File: src/rtl/uart_pkg.sv
// Shared definitions for the Avalon-MM UART slave: register map, status bit
// positions and the transmitter/receiver state encodings.
package uart_pkg;

    localparam int unsigned CNT_W  = 16;
    localparam int unsigned ADDR_W = 5;
    localparam int unsigned DATA_W = 32;

    localparam logic [ADDR_W-1:0] RX_BASE     = 5'h00;
    localparam logic [ADDR_W-1:0] TX_BASE     = 5'h04;
    localparam logic [ADDR_W-1:0] STATUS_BASE = 5'h08;

    localparam int unsigned TX_OK_BIT = 6;
    localparam int unsigned RX_OK_BIT = 7;
    localparam int unsigned OVR_BIT   = 1;
    localparam int unsigned FERR_BIT  = 0;

    typedef enum logic [1:0] {
        TX_IDLE,
        TX_START,
        TX_DATA,
        TX_STOP
    } tx_state_t;

    typedef enum logic [2:0] {
        RX_IDLE,
        RX_START,
        RX_DATA,
        RX_STOP,
        RX_BREAK
    } rx_state_t;

endpackage

File: src/rtl/uart_rx_core.sv
// 8N1 receiver: two-flop synchronizer, start-bit glitch rejection, mid-bit
// sampling. Emits a one-cycle done or frame-error pulse per frame.
module uart_rx_core
    import uart_pkg::*;
#(
    parameter int unsigned CLKS_PER_BIT = 434
) (
    input  logic       avm_clk,
    input  logic       avm_rst,
    input  logic       uart_rxd,
    output logic       rx_done,
    output logic [7:0] rx_data,
    output logic       rx_ferr
);

    localparam logic [CNT_W-1:0] BIT_LAST  = CNT_W'(CLKS_PER_BIT - 1);
    localparam logic [CNT_W-1:0] HALF_LAST = CNT_W'(CLKS_PER_BIT / 2 - 1);

    logic             sync1;
    logic             sync2;
    logic             rxd_prev;
    rx_state_t        state;
    logic [CNT_W-1:0] cnt;
    logic [2:0]       bit_idx;
    logic [7:0]       shift;

    always_ff @(posedge avm_clk) begin
        if (avm_rst) begin
            sync1    <= 1'b1;
            sync2    <= 1'b1;
            rxd_prev <= 1'b1;
            state    <= RX_IDLE;
            cnt      <= '0;
            bit_idx  <= '0;
            shift    <= '0;
            rx_data  <= '0;
            rx_done  <= 1'b0;
            rx_ferr  <= 1'b0;
        end else begin
            sync1    <= uart_rxd;
            sync2    <= sync1;
            rxd_prev <= sync2;
            rx_done  <= 1'b0;
            rx_ferr  <= 1'b0;
            case (state)
                RX_IDLE: begin
                    if (rxd_prev && !sync2) begin
                        cnt   <= '0;
                        state <= RX_START;
                    end
                end
                RX_START: begin
                    // Line back high at half a bit means a glitch, not a start bit
                    if (cnt == HALF_LAST) begin
                        cnt     <= '0;
                        bit_idx <= '0;
                        state   <= sync2 ? RX_IDLE : RX_DATA;
                    end else begin
                        cnt <= cnt + CNT_W'(1);
                    end
                end
                RX_DATA: begin
                    if (cnt == BIT_LAST) begin
                        cnt   <= '0;
                        shift <= {sync2, shift[7:1]};
                        if (bit_idx == 3'd7) begin
                            state <= RX_STOP;
                        end else begin
                            bit_idx <= bit_idx + 3'd1;
                        end
                    end else begin
                        cnt <= cnt + CNT_W'(1);
                    end
                end
                RX_STOP: begin
                    if (cnt == BIT_LAST) begin
                        cnt <= '0;
                        if (sync2) begin
                            rx_data <= shift;
                            rx_done <= 1'b1;
                            state   <= RX_IDLE;
                        end else begin
                            rx_ferr <= 1'b1;
                            state   <= RX_BREAK;
                        end
                    end else begin
                        cnt <= cnt + CNT_W'(1);
                    end
                end
                RX_BREAK: begin
                    if (sync2) begin
                        state <= RX_IDLE;
                    end
                end
                default: state <= RX_IDLE;
            endcase
        end
    end

endmodule

File: src/rtl/avalon_uart_slave.sv
// Avalon-MM slave exposing an 8N1 UART: RX_DATA, TX_DATA and STATUS registers,
// two-cycle bus handshake, transmitter with a one-byte holding register.
module avalon_uart_slave
    import uart_pkg::*;
#(
    parameter int unsigned CLKS_PER_BIT = 434
) (
    input  logic              avm_clk,
    input  logic              avm_rst,
    input  logic [ADDR_W-1:0] avm_address,
    input  logic              avm_read,
    output logic [DATA_W-1:0] avm_readdata,
    input  logic              avm_write,
    input  logic [DATA_W-1:0] avm_writedata,
    output logic              avm_waitrequest,
    input  logic              uart_rxd,
    output logic              uart_txd
);

    localparam logic [CNT_W-1:0] BIT_LAST = CNT_W'(CLKS_PER_BIT - 1);

    logic             ack;
    logic             tx_ready;
    logic [7:0]       tx_hold;
    tx_state_t        tx_state;
    logic [CNT_W-1:0] tx_cnt;
    logic [2:0]       tx_bit_idx;
    logic [7:0]       tx_shift;
    logic             rx_ready;
    logic             rx_overrun;
    logic             rx_frame_err;
    logic [7:0]       rx_byte;
    logic             rx_done;
    logic [7:0]       rx_data;
    logic             rx_ferr;

    logic             req_c;
    logic             accept_c;
    logic             complete_c;
    logic             wr_only_c;
    logic [2:0]       sel_c;
    logic             rx_rd_done_c;
    logic             st_rd_done_c;
    logic             tx_wr_c;
    logic [DATA_W-1:0] status_c;
    logic             unused_bits;

    uart_rx_core #(
        .CLKS_PER_BIT(CLKS_PER_BIT)
    ) u_rx (
        .avm_clk (avm_clk),
        .avm_rst (avm_rst),
        .uart_rxd(uart_rxd),
        .rx_done (rx_done),
        .rx_data (rx_data),
        .rx_ferr (rx_ferr)
    );

    // First cycle of a request stalls; the second completes it
    assign req_c           = avm_read | avm_write;
    assign accept_c        = req_c & ~ack;
    assign complete_c      = req_c & ack;
    assign avm_waitrequest = accept_c;
    assign wr_only_c       = avm_write & ~avm_read;
    assign sel_c           = avm_address[4:2];
    assign rx_rd_done_c    = complete_c & avm_read & (sel_c == RX_BASE[4:2]);
    assign st_rd_done_c    = complete_c & avm_read & (sel_c == STATUS_BASE[4:2]);
    assign tx_wr_c         = complete_c & wr_only_c & (sel_c == TX_BASE[4:2]) & tx_ready;
    assign unused_bits     = ^{avm_address[1:0], avm_writedata[DATA_W-1:8]};

    always_comb begin
        status_c            = '0;
        status_c[RX_OK_BIT] = rx_ready;
        status_c[TX_OK_BIT] = tx_ready;
        status_c[OVR_BIT]   = rx_overrun;
        status_c[FERR_BIT]  = rx_frame_err;
    end

    // Read data is captured while stalled so it is stable in the completing cycle
    always_ff @(posedge avm_clk) begin
        if (avm_rst) begin
            ack          <= 1'b0;
            avm_readdata <= '0;
        end else begin
            ack <= accept_c;
            if (accept_c && avm_read) begin
                if (sel_c == RX_BASE[4:2]) begin
                    avm_readdata <= {24'h0, rx_byte};
                end else if (sel_c == STATUS_BASE[4:2]) begin
                    avm_readdata <= status_c;
                end else begin
                    avm_readdata <= '0;
                end
            end
        end
    end

    // Receive flags: a byte finishing alongside an RX_DATA read replaces the old one
    always_ff @(posedge avm_clk) begin
        if (avm_rst) begin
            rx_ready     <= 1'b0;
            rx_overrun   <= 1'b0;
            rx_frame_err <= 1'b0;
            rx_byte      <= '0;
        end else begin
            if (st_rd_done_c) begin
                rx_overrun   <= 1'b0;
                rx_frame_err <= 1'b0;
            end
            if (rx_done) begin
                if (!rx_ready || rx_rd_done_c) begin
                    rx_byte  <= rx_data;
                    rx_ready <= 1'b1;
                end else begin
                    rx_overrun <= 1'b1;
                end
            end else if (rx_rd_done_c) begin
                rx_ready <= 1'b0;
            end
            if (rx_ferr) begin
                rx_frame_err <= 1'b1;
            end
        end
    end

    // Transmitter; tx_ready low means the holding register is full
    always_ff @(posedge avm_clk) begin
        if (avm_rst) begin
            tx_state   <= TX_IDLE;
            tx_cnt     <= '0;
            tx_bit_idx <= '0;
            tx_shift   <= '0;
            tx_hold    <= '0;
            tx_ready   <= 1'b1;
            uart_txd   <= 1'b1;
        end else begin
            if (tx_wr_c) begin
                tx_hold  <= avm_writedata[7:0];
                tx_ready <= 1'b0;
            end
            case (tx_state)
                TX_IDLE: begin
                    uart_txd <= 1'b1;
                    if (!tx_ready) begin
                        tx_shift <= tx_hold;
                        tx_ready <= 1'b1;
                        uart_txd <= 1'b0;
                        tx_cnt   <= '0;
                        tx_state <= TX_START;
                    end
                end
                TX_START: begin
                    if (tx_cnt == BIT_LAST) begin
                        tx_cnt     <= '0;
                        uart_txd   <= tx_shift[0];
                        tx_shift   <= {1'b0, tx_shift[7:1]};
                        tx_bit_idx <= '0;
                        tx_state   <= TX_DATA;
                    end else begin
                        tx_cnt <= tx_cnt + CNT_W'(1);
                    end
                end
                TX_DATA: begin
                    if (tx_cnt == BIT_LAST) begin
                        tx_cnt <= '0;
                        if (tx_bit_idx == 3'd7) begin
                            uart_txd <= 1'b1;
                            tx_state <= TX_STOP;
                        end else begin
                            uart_txd   <= tx_shift[0];
                            tx_shift   <= {1'b0, tx_shift[7:1]};
                            tx_bit_idx <= tx_bit_idx + 3'd1;
                        end
                    end else begin
                        tx_cnt <= tx_cnt + CNT_W'(1);
                    end
                end
                TX_STOP: begin
                    if (tx_cnt == BIT_LAST) begin
                        tx_cnt <= '0;
                        // A queued byte starts its frame with no idle bit in between
                        if (!tx_ready) begin
                            tx_shift <= tx_hold;
                            tx_ready <= 1'b1;
                            uart_txd <= 1'b0;
                            tx_state <= TX_START;
                        end else begin
                            tx_state <= TX_IDLE;
                        end
                    end else begin
                        tx_cnt <= tx_cnt + CNT_W'(1);
                    end
                end
                default: tx_state <= TX_IDLE;
            endcase
        end
    end

endmodule

File: config.mk
export PLATFORM = sky130hd
export DESIGN_NAME = avalon_uart_slave
export DESIGN_NICKNAME = d
export VERILOG_FILES = /design/src/rtl/uart_pkg.sv /design/src/rtl/uart_rx_core.sv /design/src/rtl/avalon_uart_slave.sv
export SDC_FILE = /design/constraint.sdc
export NUM_CORES = 1
export LEC_CHECK = 0
export BUFFER_PORTS_ARGS = -buffer_cell sky130_fd_sc_hd__buf_4
export CAP_MARGIN = 30
export CORE_ASPECT_RATIO = 1.5
export CORE_UTILIZATION = 42
export CTS_BUF_LIST = sky130_fd_sc_hd__clkbuf_8 sky130_fd_sc_hd__clkbuf_16
export DETAILED_ROUTE_END_ITERATION = 6
export PLACE_DENSITY = 0.62
export SYNTH_ARGS = -nofsm -noshare
export SYNTH_HDL_FRONTEND = slang
export SYNTH_HIERARCHICAL = 1
export SYNTH_SLANG_ARGS = --single-unit
File: constraint.sdc
create_clock -name avm_clk -period 5.76 [get_ports avm_clk]
set_input_delay 0.864 -clock avm_clk [delete_from_list [all_inputs] [get_ports avm_clk]]
set_output_delay 0.864 -clock avm_clk [all_outputs]
set_load 0.005 [all_outputs]
==> impl_metrics.tcl, run 1 <==
set metrics [dict create \
    hold_viol 0 \
    rsz0062_at_grt "false" \
    synth_top_cell_area_share 0.411 \
    synth_seq_cells 102 \
    crit_path_max_fanout 91 \
    power_density_nw_per_um2 324 \
    synth_top_area_cell "dfxtp_1" \
    whs_endpoint "u_rx/sync2" \
    dr.pass1.iters 4 \
    r2r_start "u_rx/cnt[12]" \
    yosys.area_share.simple 0.242 \
    path_class "input port to register" \
    post-place-ws_ps 2910 \
    grt_max_degree 92 \
    fmax_ghz 0.403 \
    cts_buffers 9 \
    clock_path_buffers 2 \
    io_pins 76 \
    synth_flop_cell "dfxtp_1" \
    fin_skew_ps 8.33 \
    routed_wl_um 9370 \
    fp.dieArea_um2 12300 \
    synth.area.mux_share 0.0873 \
    drv_slew 0 \
    tightestPinTransition_ps 937 \
    fp-row-count 48 \
    die_h_um 135 \
    multi_input_area_um2 2670 \
    dp_hpwl_um 6660 \
    placement.io_buffers 25 \
    cts_hold_buf 0 \
    hold_class "register to register" \
    cap_violations 0 \
    cp-start-kind "input port" \
    endpoint_kind "register" \
    tns_ps 0 \
    synth_top_family_by_area "simple AND/OR/NAND/NOR gates" \
    synthArstFlopShare 0 \
    final_nets 614 \
    overflow 0 \
    p_leak_nw 2.02 \
    cp.required_ps 6000 \
    reg2regPathDepth 5 \
    initial_core_util 0.431 \
    run_status "complete, no violations" \
    synthAdderAreaFrac 0.0352 \
    seq_area_frac_synth 0.411 \
    period_minus_slack_ps 2480 \
    finalSetupViolCount 0 \
    vias 3818 \
    arrival_ps 2720 \
    synth_compound_area_frac 0.129 \
    synth_cells 551 \
    vdd_drop_max_v 0.000152 \
    synth_warnings 6 \
    min_path_cells 1 \
    seqCellArea_um2 2040 \
    slew_headroom 0.376 \
    first_global_vias 3565 \
    gp_congestion 0.857 \
    grt_pass1_wl_um 15900 \
    antenna_found_initial 0 \
    cts_root_buffer "clkbuf_16" \
    coreArea_um2 11500 \
    grt_usage 0.159 \
    final.fill_count 1137 \
    clk_pin_slew_ps 70 \
    drive_gt1_frac 0.137 \
    post_drt_wl_per_cell_um 13.1 \
    synthXorXnorAreaFrac 0.0229 \
    die_x_um 90.8 \
    finalCritPeriodShare 0.431 \
    syn_avg_cell_area_um2 9.02 \
    via_per_inst 5.35 \
    diodes 0 \
    drt_iter0_markers 180 \
    r2r_end "u_rx/bit_idx[0]" \
    htreeDepth 3 \
    post_cts_buffers 0 \
    synth_edf_count 0 \
    cts_sinks 102 \
    r2r_setup_slack_ps 3320 \
    synth_area_leaders "dfxtp_1, mux2i_1, nor2_1" \
    syn_area_um2 4970 \
    synth_most_common_cell "dfxtp_1" \
    clk_latency_ps 350 \
    holdWs_ps 414 \
    drtAntennaViolNets 0 \
    synth_common_cells "dfxtp_1, nor2_1, mux2i_1" \
    hp-start "u_rx/sync1" \
    cts_tree "yes" \
    post_cts_resized 0 \
    area_growth_pct 9.61 \
    setup_ws_ps 3280 \
    drc 0 \
    yosysUniqueCellTypes 69 \
]
-- where the power goes --
part | internal [mW] | leakage [nW] | switching, mW | total, mW
sequential | 0.730 | 0.824 | 0.0386 | 0.769
clock | 0.343 | 0.146 | 0.272 | 0.616
combinational | 0.138 | 1.05 | 0.244 | 0.382
total | 1.21 | 2.02 | 0.555 | 1.77
-- cell families (layout without fill, tap and decap cells) --
kind of cell | count (synthesis) | after routing
AOI/OAI and AO/OA | 95 | 95
adders and majority gates | 14 | 14
DFF | 102 | 102
muxes | 42 | 42
and+or+nand+nor | 217 | 217
buffers and inverters | 67 | 56
other | 1 | 24
xor gates and xnor gates | 13 | 13
-- per-stage QoR --
stage,total power [mW],cell area [um2],cells,utilization
after floorplan,1.09,5060,574,-
after global placement,1.16,5140,697,0.446
after detailed placement,1.17,5140,697,0.446
after CTS,1.79,5450,713,0.473
after global routing,1.87,5450,713,0.473
final,1.77,5450,713,0.473
-- state kept, by name, indices dropped and copies added, names as in the netlist, 2 cells and up --
signal	flops
tx_cnt	16
u_rx/cnt	16
avm_readdata	8
rx_byte	8
tx_hold	8
tx_shift	8
u_rx/rx_data	8
u_rx/shift	8
tx_bit_idx	3
u_rx/bit_idx	3
u_rx/state	3
tx_state	2
-- worst max-delay path by stage --
stage / from / endpoint / depth (start not counted) / slack, ps
6_report: avm_rst / u_rx/cnt[5] / 4 / 3280
5_1_grt: avm_rst / u_rx/cnt[5] / 4 / 3080
4_1_cts: avm_rst / u_rx/cnt[5] / 4 / 3280
3_5_place_dp: avm_rst / u_rx/cnt[5] / 4 / 2910
3_3_place_gp: avm_rst / u_rx/cnt[5] / 4 / 2940
2_1_floorplan: u_rx/cnt[12] / u_rx/bit_idx[0] / 6 / 3630
-- area by class of cell --
class | instances | share of cell area
Multi-Input combinational cell | 405 | 0.489
Sequential cell | 102 | 0.375
Clock buffer | 9 | 0.0413
Timing Repair Buffer | 26 | 0.0358
Tap cell | 150 | 0.0344
Clock inverter | 7 | 0.0149
Inverter | 14 | 0.00964
-- worst max-delay path: stages --
cell	delay (ps)
buf_4	350
o32ai_2	770
nand2_1	300
o311ai_0	390
-- cells in the final DEF (no fill, tap or decap), types with 5 or more instances in the layout --
master     Yosys  routed
or2_2          5       5
clkbuf_16      0       9
nor3_1        13      13
mux2i_1       34      34
or3_1          8       8
dfxtp_1      102     102
ha_1          14      14
a21oi_1       29      29
a31oi_1        8       8
o21ai_0       20      20
nor3b_1        5       5
mux2_2         5       5
buf_4         24      26
nand2_1       29      29
conb_1         1      24
a221oi_1       6       6
nand3_1       27      27
nor2b_1        8       8
nand2b_1       8       8
inv_1         14      14
nand4_1       10      10
xnor2_1        9       9
nor2_1        67      67
-- metal layers --
layer  GRT usage  routed length (um)  vias to the layer above
met5           0                   0                        -
met4      0.0617                  76                        0
met3      0.0342                 225                        6
met2       0.301                5040                       44
met1       0.172                4020                     1828
li1            -                   -                     1940
No activity file was read; power rests on OpenSTA's default activity.
==> inputs of run 2 (changes only) <==
clock period = 2.3 ns   (was 5.76 ns; I/O delays follow)
==> run 2 against run 1 <==
Global-route usage is 0.30 points higher. Clock skew is 2.5 ps higher. Cell count increased by 2.5%. Sequential share of layout area fell by 0.96 points. Wire length is 3.3% higher. Clock power is 150% higher. Worst setup slack got worse by 3200 ps. Register-to-register slack got worse by 3200 ps. Critical path type is now register to register.
==> impl_metrics.tcl, run 2 (same netlist as run 1, synthesis figures left out) <==
set metrics [dict create \
    run_status "complete, no violations" \
    cts_hold_buf 0 \
    power.switching_mw 1.49 \
    instances_no_fill 731 \
    final_cell_mix "dfxtp_1, nor2_1, buf_4" \
    clock_power_share 0.340 \
    drtAntennaViolNets 0 \
    vdd_drop_max_v 0.000382 \
    p_leak_nw 2.11 \
    cts_sinks 102 \
    fp.dieArea_um2 12300 \
    drive_gt1_frac 0.164 \
    endpoint_kind "register" \
    clock_path_buffers 2 \
    clk_pin_slew_ps 80 \
    power_density_nw_per_um2 811 \
    cts_buffers 9 \
    seqPwrFrac 0.424 \
    finalSetupViolCount 0 \
    busiest_layer "met2" \
    post_drt_wl_per_cell_um 13.2 \
    cp-start-kind "register" \
    via_per_inst 5.25 \
    drt_iter0_markers 126 \
    grt_pass1_wl_um 16300 \
    initial_core_util 0.431 \
    place_inst 715 \
    coreArea_um2 11500 \
    hold_class "input port to register" \
    rsz0062_at_grt "false" \
    dr.pass1.iters 4 \
    crit_path_max_fanout 9 \
    gp_congestion 0.821 \
    cts_root_buffer "clkbuf_16" \
    slew_headroom 0.570 \
    vias 3839 \
    finalCritPeriodShare 0.950 \
    cts_tree "yes" \
    drc 0 \
    tightestPinTransition_ps 641 \
    fin_skew_ps 10.8 \
    path_class "register to register" \
    top_regs "tx_cnt (16), u_rx/cnt (16)" \
    grt_max_degree 50 \
    clk_latency_ps 350 \
    placement.io_buffers 25 \
    hold_viol 0 \
    arrival_ps 2480 \
    final_nets 632 \
    tns_ps 0 \
    swShare 0.328 \
    first_global_vias 3602 \
    comb_power_share 0.236 \
    post_cts_buffers 0 \
    post_cts_resized 0 \
    io_pins 76 \
    die_x_um 90.8 \
    cp.required_ps 2590 \
    overflow 0 \
    dp_hpwl_um 7000 \
    diodes 0 \
    routed_wl_um 9680 \
    period_minus_slack_ps 2190 \
    drv_slew 0 \
    layout_commonest_cell "dfxtp_1" \
    htreeDepth 3 \
    area_growth_pct 12.5 \
    fp-row-count 48 \
    use_met3 0.0354 \
    fin_util 0.485 \
    grt_use_met1 0.182 \
    p_int_mw 3.05 \
    grt_usage 0.162 \
    antenna_found_initial 0 \
    die_h_um 135 \
    holdWs_ps 179 \
    fmax_ghz 0.457 \
    cap_violations 0 \
    use_met2 0.296 \
]
run 2: changes by cell type in the layout (fill, tap and decap cells not counted), sizes merged:
| cell | previous run | this run |
|---|---|---|
| bufinv | 1 | 0 |
| clkinvlp | 2 | 0 |
| clkinv | 1 | 4 |
| buf | 26 | 44 |
run 2: power by group through the flow:
stage               combinational [mW]  clock, mW  sequential, mW
detailed placement                1.08          0            1.96
global route                      1.18       1.66            1.94
CTS                               1.08       1.59            1.92
floorplan                        0.826          0            1.91
global placement                  1.06          0            1.96
finish                            1.07       1.54            1.92
run 2: stage by stage:
stage,worst slack [ps],instance area [um2],power (mW)
after floorplan,168,5060,2.73
after global placement,180,5280,3.02
after detailed placement,94.0,5280,3.04
after CTS,94.3,5590,4.59
after global routing,0.651,5590,4.77
final,114,5590,4.54
run 2: routing by layer:
layer | wire length (um) | vias to the layer above
met1 | 4240 | 1801
met3 | 287 | 14
met5 | 0 | -
met2 | 5010 | 53
li1 | - | 1971
met4 | 146 | 0
run 2: layout make-up:
cell class	instances	area (um2)
Sequential cell	102	2040
Tap cell	150	188
Fill cell	1146	5940
Clock inverter	7	88.8
Timing Repair Buffer	44	330
Clock buffer	9	225
Inverter	14	52.6
Multi-Input combinational cell	405	2670
run 2: critical path, stage by stage (launching register included):
cell     delay (ps)
dfxtp_1         360
or4_4           590
nor4_4          320
buf_4           190
nand3_2          80
buf_4           210
nor3_2          200
a22o_2          190
run 2: final timing paths:
path                     endpoint  slack, ps  cells after the start          from
setup / recovery  u_rx/bit_idx[2]        110                      7  u_rx/cnt[12]
hold / removal         u_rx/sync1        180                      2      uart_rxd
setup reg to reg  u_rx/bit_idx[2]        110                      7  u_rx/cnt[12]
hold reg to reg        u_rx/sync2        420                      1    u_rx/sync1
==> inputs of run 3 (changes only) <==
BUFFER_PORTS_ARGS = -buffer_cell sky130_fd_sc_hd__buf_2   (was -buffer_cell sky130_fd_sc_hd__buf_4)
==> run 3 against run 2 <==
Core utilization decreased by 0.76 points. Hold slack improved by 21 ps. Total power decreased by 2.0%. Global-route usage increased by 0.31 points. Largest power group unchanged.
==> impl_metrics.tcl, run 3 (same netlist as run 1, synthesis figures left out) <==
set metrics [dict create \
    p_int_mw 2.99 \
    placement.io_buffers 25 \
    power_density_nw_per_um2 808 \
    finalCritPeriodShare 0.933 \
    tightestPinTransition_ps 646 \
    run_status "complete, no violations" \
    cts_sinks 102 \
    clk_latency_ps 340 \
    cts_tree "yes" \
    fin_util 0.477 \
    cts_buffers 9 \
    antenna_found_initial 0 \
    endpoint_kind "register" \
    comb_power_share 0.237 \
    routed_wl_um 9750 \
    instances_no_fill 731 \
    area_growth_pct 10.7 \
    place_inst 715 \
    tns_ps 0 \
    overflow 0 \
    fin_skew_ps 7.65 \
    coreArea_um2 11500 \
    path_class "register to register" \
    grt_pass1_wl_um 16600 \
    power.switching_mw 1.45 \
    final.fill_count 1145 \
    rsz0062_at_grt "true" \
    final_nets 632 \
    die_h_um 135 \
    cp.required_ps 2550 \
    clock_path_buffers 2 \
    drt_iter0_markers 166 \
    cts_root_buffer "clkbuf_16" \
    period_minus_slack_ps 2150 \
    drv_slew 0 \
    diodes 0 \
    vias 3859 \
    cap_violations 0 \
    via_per_inst 5.28 \
    grt_max_degree 48 \
    vdd_drop_max_v 0.000331 \
    first_global_vias 3644 \
    grt_usage 0.165 \
    io_pins 76 \
    drc 0 \
    finalSetupViolCount 0 \
    top_regs "tx_cnt (16), u_rx/cnt (16)" \
    post_cts_resized 0 \
    drtAntennaViolNets 0 \
    finalPower_mw 4.45 \
    die_x_um 90.8 \
    final_cell_mix "dfxtp_1, nor2_1, mux2i_1" \
    dp_hpwl_um 7040 \
    drive_gt1_frac 0.164 \
    seqPwrFrac 0.433 \
    clock_power_share 0.331 \
    clk_pin_slew_ps 70 \
    dr.pass1.iters 4 \
    swShare 0.327 \
    p_leak_nw 2.08 \
    gp_congestion 0.804 \
    crit_path_max_fanout 5 \
    layout_commonest_cell "dfxtp_1" \
    arrival_ps 2400 \
    hold_class "input port to register" \
    fmax_ghz 0.466 \
    hold_viol 0 \
    post_drt_wl_per_cell_um 13.3 \
    fp-row-count 48 \
    cp-start-kind "register" \
    htreeDepth 3 \
    initial_core_util 0.431 \
    fp.dieArea_um2 12300 \
    slew_headroom 0.567 \
]
run 3: path summary, 6_finish.rpt:
kind                start       endpoint  slack, ps  cells past startpoint
max          u_rx/cnt[12]  u_rx/state[2]        150                      6
min              uart_rxd     u_rx/sync1        200                      2
max reg2reg  u_rx/cnt[12]  u_rx/state[2]        150                      6
min reg2reg    u_rx/sync1     u_rx/sync2        410                      1
run 3: area by class of cell:
cell class                      instances  area, um2  area share
Clock buffer                            9        225      0.0409
Clock inverter                          7       63.8      0.0116
Inverter                               14       52.6     0.00955
Multi-Input combinational cell        405       2670       0.484
Sequential cell                       102       2040       0.371
Tap cell                              150        188      0.0341
Timing Repair Buffer                   44        268      0.0486
run 3: per-stage QoR:
stage	area [um2]	hold slack [ps]	worst slack, ps
finish	5510	200	154
floorplan	5060	389	168
global route	5510	187	-29.1
CTS	5510	183	137
global placement	5220	392	189
detailed placement	5220	394	138
run 3: power by group through the flow:
stage	Sequential, mW	Clock [mW]	Combinational (mW)
3_5_place_dp	1.96	0	1.05
4_1_cts	1.92	1.52	1.05
5_1_grt	1.94	1.59	1.16
2_1_floorplan	1.91	0	0.826
6_report	1.92	1.47	1.05
3_3_place_gp	1.96	0	1.02
run 3: critical path, stage by stage (launching register included):
cell and delay (ps):
dfxtp_1 360, or4_4 590, nor4_4 320, buf_4 190, o22ai_2 110, nand2b_1 210, a221oi_1 280
run 3: repair_timing:
action / in CTS / in global routing
setup buffers: 0 / 0
setup endpoints to repair: 0 / 2
endpoints found under the hold margin: 0 / 0
hold buffers: 0 / 0
run 3: layer usage:
metal / part of all wire / global-route usage / vias up
met5: 0 / 0 / -
li1: - / - / 1959
met3: 0.023 / 0.0314 / 19
met4: 0.022 / 0.0732 / 0
met2: 0.53 / 0.303 / 49
met1: 0.43 / 0.184 / 1832
